===== src/rtl/output_digit_serializer.sv =====
// Converts an unsigned binary value to BCD by sequential double-dabble and
// streams the decimal digits MSD-first over a valid/ready handshake.
module output_digit_serializer #(
    parameter int WIDTH       = 16,
    parameter int N_DIG       = 5,
    parameter int SUPPRESS_LZ = 1
) (
    input  logic             Clock,
    input  logic             Reset,
    input  logic             i_start,
    input  logic [WIDTH-1:0] i_value,
    output logic             o_busy,
    output logic             o_dig_valid,
    input  logic             i_dig_ready,
    output logic [3:0]       o_digit,
    output logic             o_dig_last,
    output logic             o_done
);

    localparam int BW = 4 * N_DIG;
    localparam int IW = (N_DIG > 1) ? $clog2(N_DIG) : 1;
    localparam int CW = $clog2(WIDTH + 1);

    typedef enum logic [1:0] {S_IDLE, S_CONV, S_SKIP, S_EMIT} state_t;

    state_t           r_state, w_next;
    logic [WIDTH-1:0] r_bin;
    logic [BW-1:0]    r_bcd;
    logic [CW-1:0]    r_cnt;
    logic [IW-1:0]    r_idx;
    logic             r_done;

    logic [BW-1:0]    w_adj;
    logic [3:0]       w_nib;
    logic             w_conv_end, w_skip, w_hs, w_last_hs;

    // Per-nibble +3 correction; nibbles never carry into each other.
    always_comb begin
        w_adj = r_bcd;
        for (int i = 0; i < N_DIG; i++) begin
            if (r_bcd[4*i +: 4] >= 4'd5)
                w_adj[4*i +: 4] = r_bcd[4*i +: 4] + 4'd3;
        end
    end

    always_comb begin
        w_nib = 4'd0;
        for (int i = 0; i < N_DIG; i++) begin
            if (r_idx == IW'(i))
                w_nib = r_bcd[4*i +: 4];
        end
    end

    assign w_conv_end = (r_cnt == CW'(WIDTH - 1));
    assign w_skip     = (SUPPRESS_LZ != 0) && (r_idx != '0) && (w_nib == 4'd0);
    assign w_hs       = (r_state == S_EMIT) && i_dig_ready;
    assign w_last_hs  = w_hs && (r_idx == '0);

    always_ff @(posedge Clock or negedge Reset) begin
        if (!Reset) r_state <= S_IDLE;
        else        r_state <= w_next;
    end

    always_comb begin
        w_next = r_state;
        case (r_state)
            S_IDLE: if (i_start)    w_next = S_CONV;
            S_CONV: if (w_conv_end) w_next = S_SKIP;
            S_SKIP: if (!w_skip)    w_next = S_EMIT;
            S_EMIT: if (w_last_hs)  w_next = S_IDLE;
            default:                w_next = S_IDLE;
        endcase
    end

    always_ff @(posedge Clock or negedge Reset) begin
        if (!Reset) begin
            r_bin  <= '0;
            r_bcd  <= '0;
            r_cnt  <= '0;
            r_idx  <= IW'(N_DIG - 1);
            r_done <= 1'b0;
        end else begin
            r_done <= w_last_hs;
            case (r_state)
                S_IDLE: if (i_start) begin
                    r_bin <= i_value;
                    r_bcd <= '0;
                    r_cnt <= '0;
                    r_idx <= IW'(N_DIG - 1);
                end
                S_CONV: begin
                    {r_bcd, r_bin} <= {w_adj[BW-2:0], r_bin, 1'b0};
                    r_cnt          <= r_cnt + CW'(1);
                end
                S_SKIP: if (w_skip) r_idx <= r_idx - IW'(1);
                S_EMIT: if (w_hs && (r_idx != '0)) r_idx <= r_idx - IW'(1);
                default: ;
            endcase
        end
    end

    // Handshake outputs decode from registered state only, never from i_dig_ready.
    always_comb begin
        o_busy      = (r_state != S_IDLE);
        o_dig_valid = (r_state == S_EMIT);
        o_digit     = (r_state == S_EMIT) ? w_nib : 4'd0;
        o_dig_last  = (r_state == S_EMIT) && (r_idx == '0);
        o_done      = r_done;
    end

endmodule

===== config.mk =====
export PLATFORM = sky130hd
export DESIGN_NAME = output_digit_serializer
export DESIGN_NICKNAME = d
export VERILOG_FILES = /design/src/rtl/output_digit_serializer.sv
export SDC_FILE = /design/constraint.sdc
export NUM_CORES = 1
export LEC_CHECK = 0
export CORE_MARGIN = 2
export CORE_UTILIZATION = 33
export DETAILED_ROUTE_END_ITERATION = 8
export GPL_TIMING_DRIVEN = 0
export PLACE_DENSITY = 0.51
export SYNTH_ARGS = -nofsm -noshare
export SYNTH_HDL_FRONTEND = slang
export SYNTH_SLANG_ARGS = --single-unit
export TNS_END_PERCENT = 10

===== constraint.sdc =====
create_clock -name Clock -period 5.3 [get_ports Clock]
set_input_delay 0.53 -clock Clock [delete_from_list [all_inputs] [get_ports Clock]]
set_output_delay 0.53 -clock Clock [all_outputs]
set_load 0.01 [all_outputs]

==> summary.md <==
| Metric | Value |
|---|---|
| Status | `complete, no violations` |
| Initial Utilization | `0.345` |
| Diodes inserted | `0` |
| Count of state elements after synthesis | `47` |
| Routed WL | `6890 um` |
| Worst Tran Pin Value | `0.653 ns` |
| Postcts setup bufs | `0` |
| Synth Area per Inst | `8.94 um^2` |
| Max FO, Critical Path | `7` |
| Via count | `2383` |
| Top cells by count, synth | `dfrtp_1 (46), o21ai_0 (43), nand2_1 (41)` |
| Total gr overflow | `0` |
| Max VDD drop | `0.188 mV` |
| First-pass GRT wire length | `11700 um` |
| GRT Util Overall | `0.153` |
| Critical path class | `reg -> out` |
| LEAKAGE | `1.43 nW` |
| Post-CTS Resized | `0` |
| Post-DRT Antenna Nets | `0` |
| CTS max path bufs | `2` |
| Crit path cell chain | `inv_1 -> ha_1 -> or2_2 -> a221oi_1 -> a311oi_2 -> nor2_1 -> clkdlybuf4s50_1` |
| Crit-path slowest cell | `clkdlybuf4s50_1` |
| Core Footprint | `8300 um^2` |
| Worst path required time | `4.77 ns` |
| # IOs | `28` |
| Crit path launch type | `register` |
| Setup TNS | `0 ns` |
| Post-DP HPWL | `5020 um` |
| Synth warn | `0` |
| CTS Hold Buffers Added | `0` |
| Area leader, netlist | `dfrtp_1` |
| Initial antenna violation count | `0` |
| Top-count cell post-synth | `dfrtp_1` |
| Post-Syn Area | `2860 um^2` |
| Post-Layout Cell Count | `461` |
| Sequential share of the synthesized area | `0.412` |
| Placer Congestion | `0.906` |
| Drt initial violations | `98` |
| Hold Crit Class | `in -> async` |
| Pre-CTS setup slack | `2.48 ns` |
| Share of post-route cells with drive strength above 1 | `0.0618` |
| Most used DFF post-synth | `dfrtp_1` |
| Worst-path clk slew | `0.09 ns` |
| Final worst slack | `2.11 ns` |
| Number of global-route vias before repair | `2367` |
| Clock skew | `0.00503 ns` |
| Fmax | `314 MHz` |
| Slew headroom | `0.562` |
| Mapped Cells | `320` |
| Reg-to-reg slack, setup | `2.85 ns` |
| Top delay family on crit path | `buffers and inverters` |
| Total clock sinks | `47` |
| Die H | `97.1 um` |
| Area contributors post-synth | `dfrtp_1 (40%), ha_1 (9.2%), o21ai_0 (7.5%)` |
| Worst EP arrival | `2.66 ns` |
| CTS H-Tree Depth | `2` |
| CP Buf/Inv Count | `2` |
| Largest net degree at the start of global routing | `37` |
| Netlist cell types | `41` |
| RSZ-0062 raised after global routing | `no` |
| Pwr dens | `541 nW/um^2` |
| Final period util | `0.602` |
| Post-synth EDFFs | `0` |
| Final setup violating endpoints | `0` |
| Post-synth top area share | `0.402` |
| DR pass1 iterations | `4` |
| Post-synthesis async set-or-reset flop share | `1.00` |
| CTS root buf | `clkbuf_8` |
| Fin. max-slew vios | `0` |
| Final count of hold timing violations | `0` |
| Vias per inst | `5.17` |
| Area delta synth->final | `17.5%` |
| Final #Nets | `396` |
| WL per Instance | `14.9 um` |
| Clock Latency Late Sink | `0.31 ns` |
| Max Cap Violations | `0` |
| Cell row count | `33` |
| Max incr delay on CP | `0.55 ns` |
| # fillers | `849` |
| Syn nets | `361` |
| Remaining DRCs | `0` |
| WHS | `0.112 ns` |
| Full die area | `9430 um^2` |
| CP endpoint kind | `output pin` |
| CTS buffer count | `5` |
| # placed instances | `453` |
| Die Wd | `97.1 um` |
| TritonCTS clock tree | `yes` |
| Port Buf Inserts | `27` |
| Minimum clock period | `3.19 ns` |
-- area by class of cell --
type / count / area, um^2 / share of cell area
Timing Repair Buffer: 28 / 285 / 0.0849
Tap cell: 105 / 131 / 0.0391
Clock buffer: 6 / 72.6 / 0.0216
Sequential cell: 47 / 1180 / 0.350
Multi-Input combinational cell: 235 / 1520 / 0.452
Clock inverter: 2 / 12.5 / 0.00372
Buffer: 13 / 68.8 / 0.0205
Inverter: 25 / 93.8 / 0.0279
-- worst paths after layout --
| kind | start | end | depth (start not counted) |
|---|---|---|---|
| worst max-delay path | r_idx[0]$_DFFE_PN0P_ | o_digit[2] | 7 |
| worst min-delay path | Reset | r_bcd[12]$_DFFE_PN0P_ | 1 |
| worst max register to register | r_idx[0]$_DFFE_PN0P_ | r_state[1]$_DFFE_PN0P_ | 9 |
| min in group Clock | r_bin[13]$_DFFE_PN0P_ | r_bin[13]$_DFFE_PN0P_ | 2 |
| worst min register to register | r_bin[13]$_DFFE_PN0P_ | r_bin[13]$_DFFE_PN0P_ | 2 |
| max in group asynchronous | Reset | r_idx[0]$_DFFE_PN0P_ | 2 |
-- report_power, final --
part	internal, mW	switching, mW
sequential	0.501	0.131
combinational	0.383	0.579
clock	0.0927	0.132
total	0.976	0.842
-- metal layers --
metal | vias to the layer above | part of all wire | GRT usage
met2 | 36 | 0.45 | 0.252
li1 | 1191 | - | -
met5 | - | 0 | 0
met1 | 1148 | 0.51 | 0.207
met3 | 8 | 0.026 | 0.0252
met4 | 0 | 0.012 | 0.0433
-- worst register-to-register path, cell delays in order, from the launching register on --
cell,delay [ns]
dfrtp_1,0.46
inv_1,0.11
ha_1,0.24
buf_2,0.18
nand3_1,0.09
o21ai_0,0.10
a311oi_2,0.30
nand4_2,0.26
o21ai_1,0.26
mux2_2,0.35
-- cell families (layout without fill, tap and decap cells) --
family	Yosys count	count (layout)	synth area share
AO/OA/AOI/OAI	98	98	0.207
XOR/XNOR	9	9	0.0276
adder cells (fa/ha/maj)	21	21	0.0919
buffers and inverters	38	74	0.0569
flip-flops	47	47	0.412
multiplexers	14	14	0.0512
AND/OR/NAND/NOR	93	93	0.154
-- flip-flops by register name, indices dropped and copies added (netlist names) --
signal / count
r_bcd: 20
r_bin: 16
r_cnt: 5
r_idx: 3
r_state: 2
o_done: 1
-- cell usage in the layout, fill, tap and decap left out, drive strengths merged, types with 3 or more instances in the layout --
| master | netlist | layout |
|---|---|---|
| ha | 21 | 21 |
| inv | 25 | 25 |
| xor2 | 3 | 3 |
| mux2i | 12 | 12 |
| nand3b | 6 | 6 |
| o31ai | 4 | 4 |
| clkbuf | 9 | 15 |
| nor3 | 6 | 6 |
| xnor2 | 6 | 6 |
| and3 | 3 | 3 |
| a21oi | 23 | 23 |
| a22o | 4 | 4 |
| o21ai | 45 | 45 |
| dfrtp | 46 | 46 |
| nand2b | 7 | 7 |
| clkdlybuf4s50 | 0 | 26 |
| o22ai | 8 | 8 |
| nor2 | 13 | 13 |
| nand3 | 11 | 11 |
| buf | 4 | 6 |
| nand2 | 41 | 41 |
| a221oi | 3 | 3 |
-- through the flow --
stage          cell area [um^2]  power, mW  utilization
3_3_place_gp               3260       1.60        0.393
2_1_floorplan              2860       1.31            -
5_1_grt                    3360       1.99        0.405
6_report                   3360       1.82        0.405
3_5_place_dp               3280       1.61        0.395
4_1_cts                    3360       1.84        0.405
No activity file was read; power rests on OpenSTA's default activity.
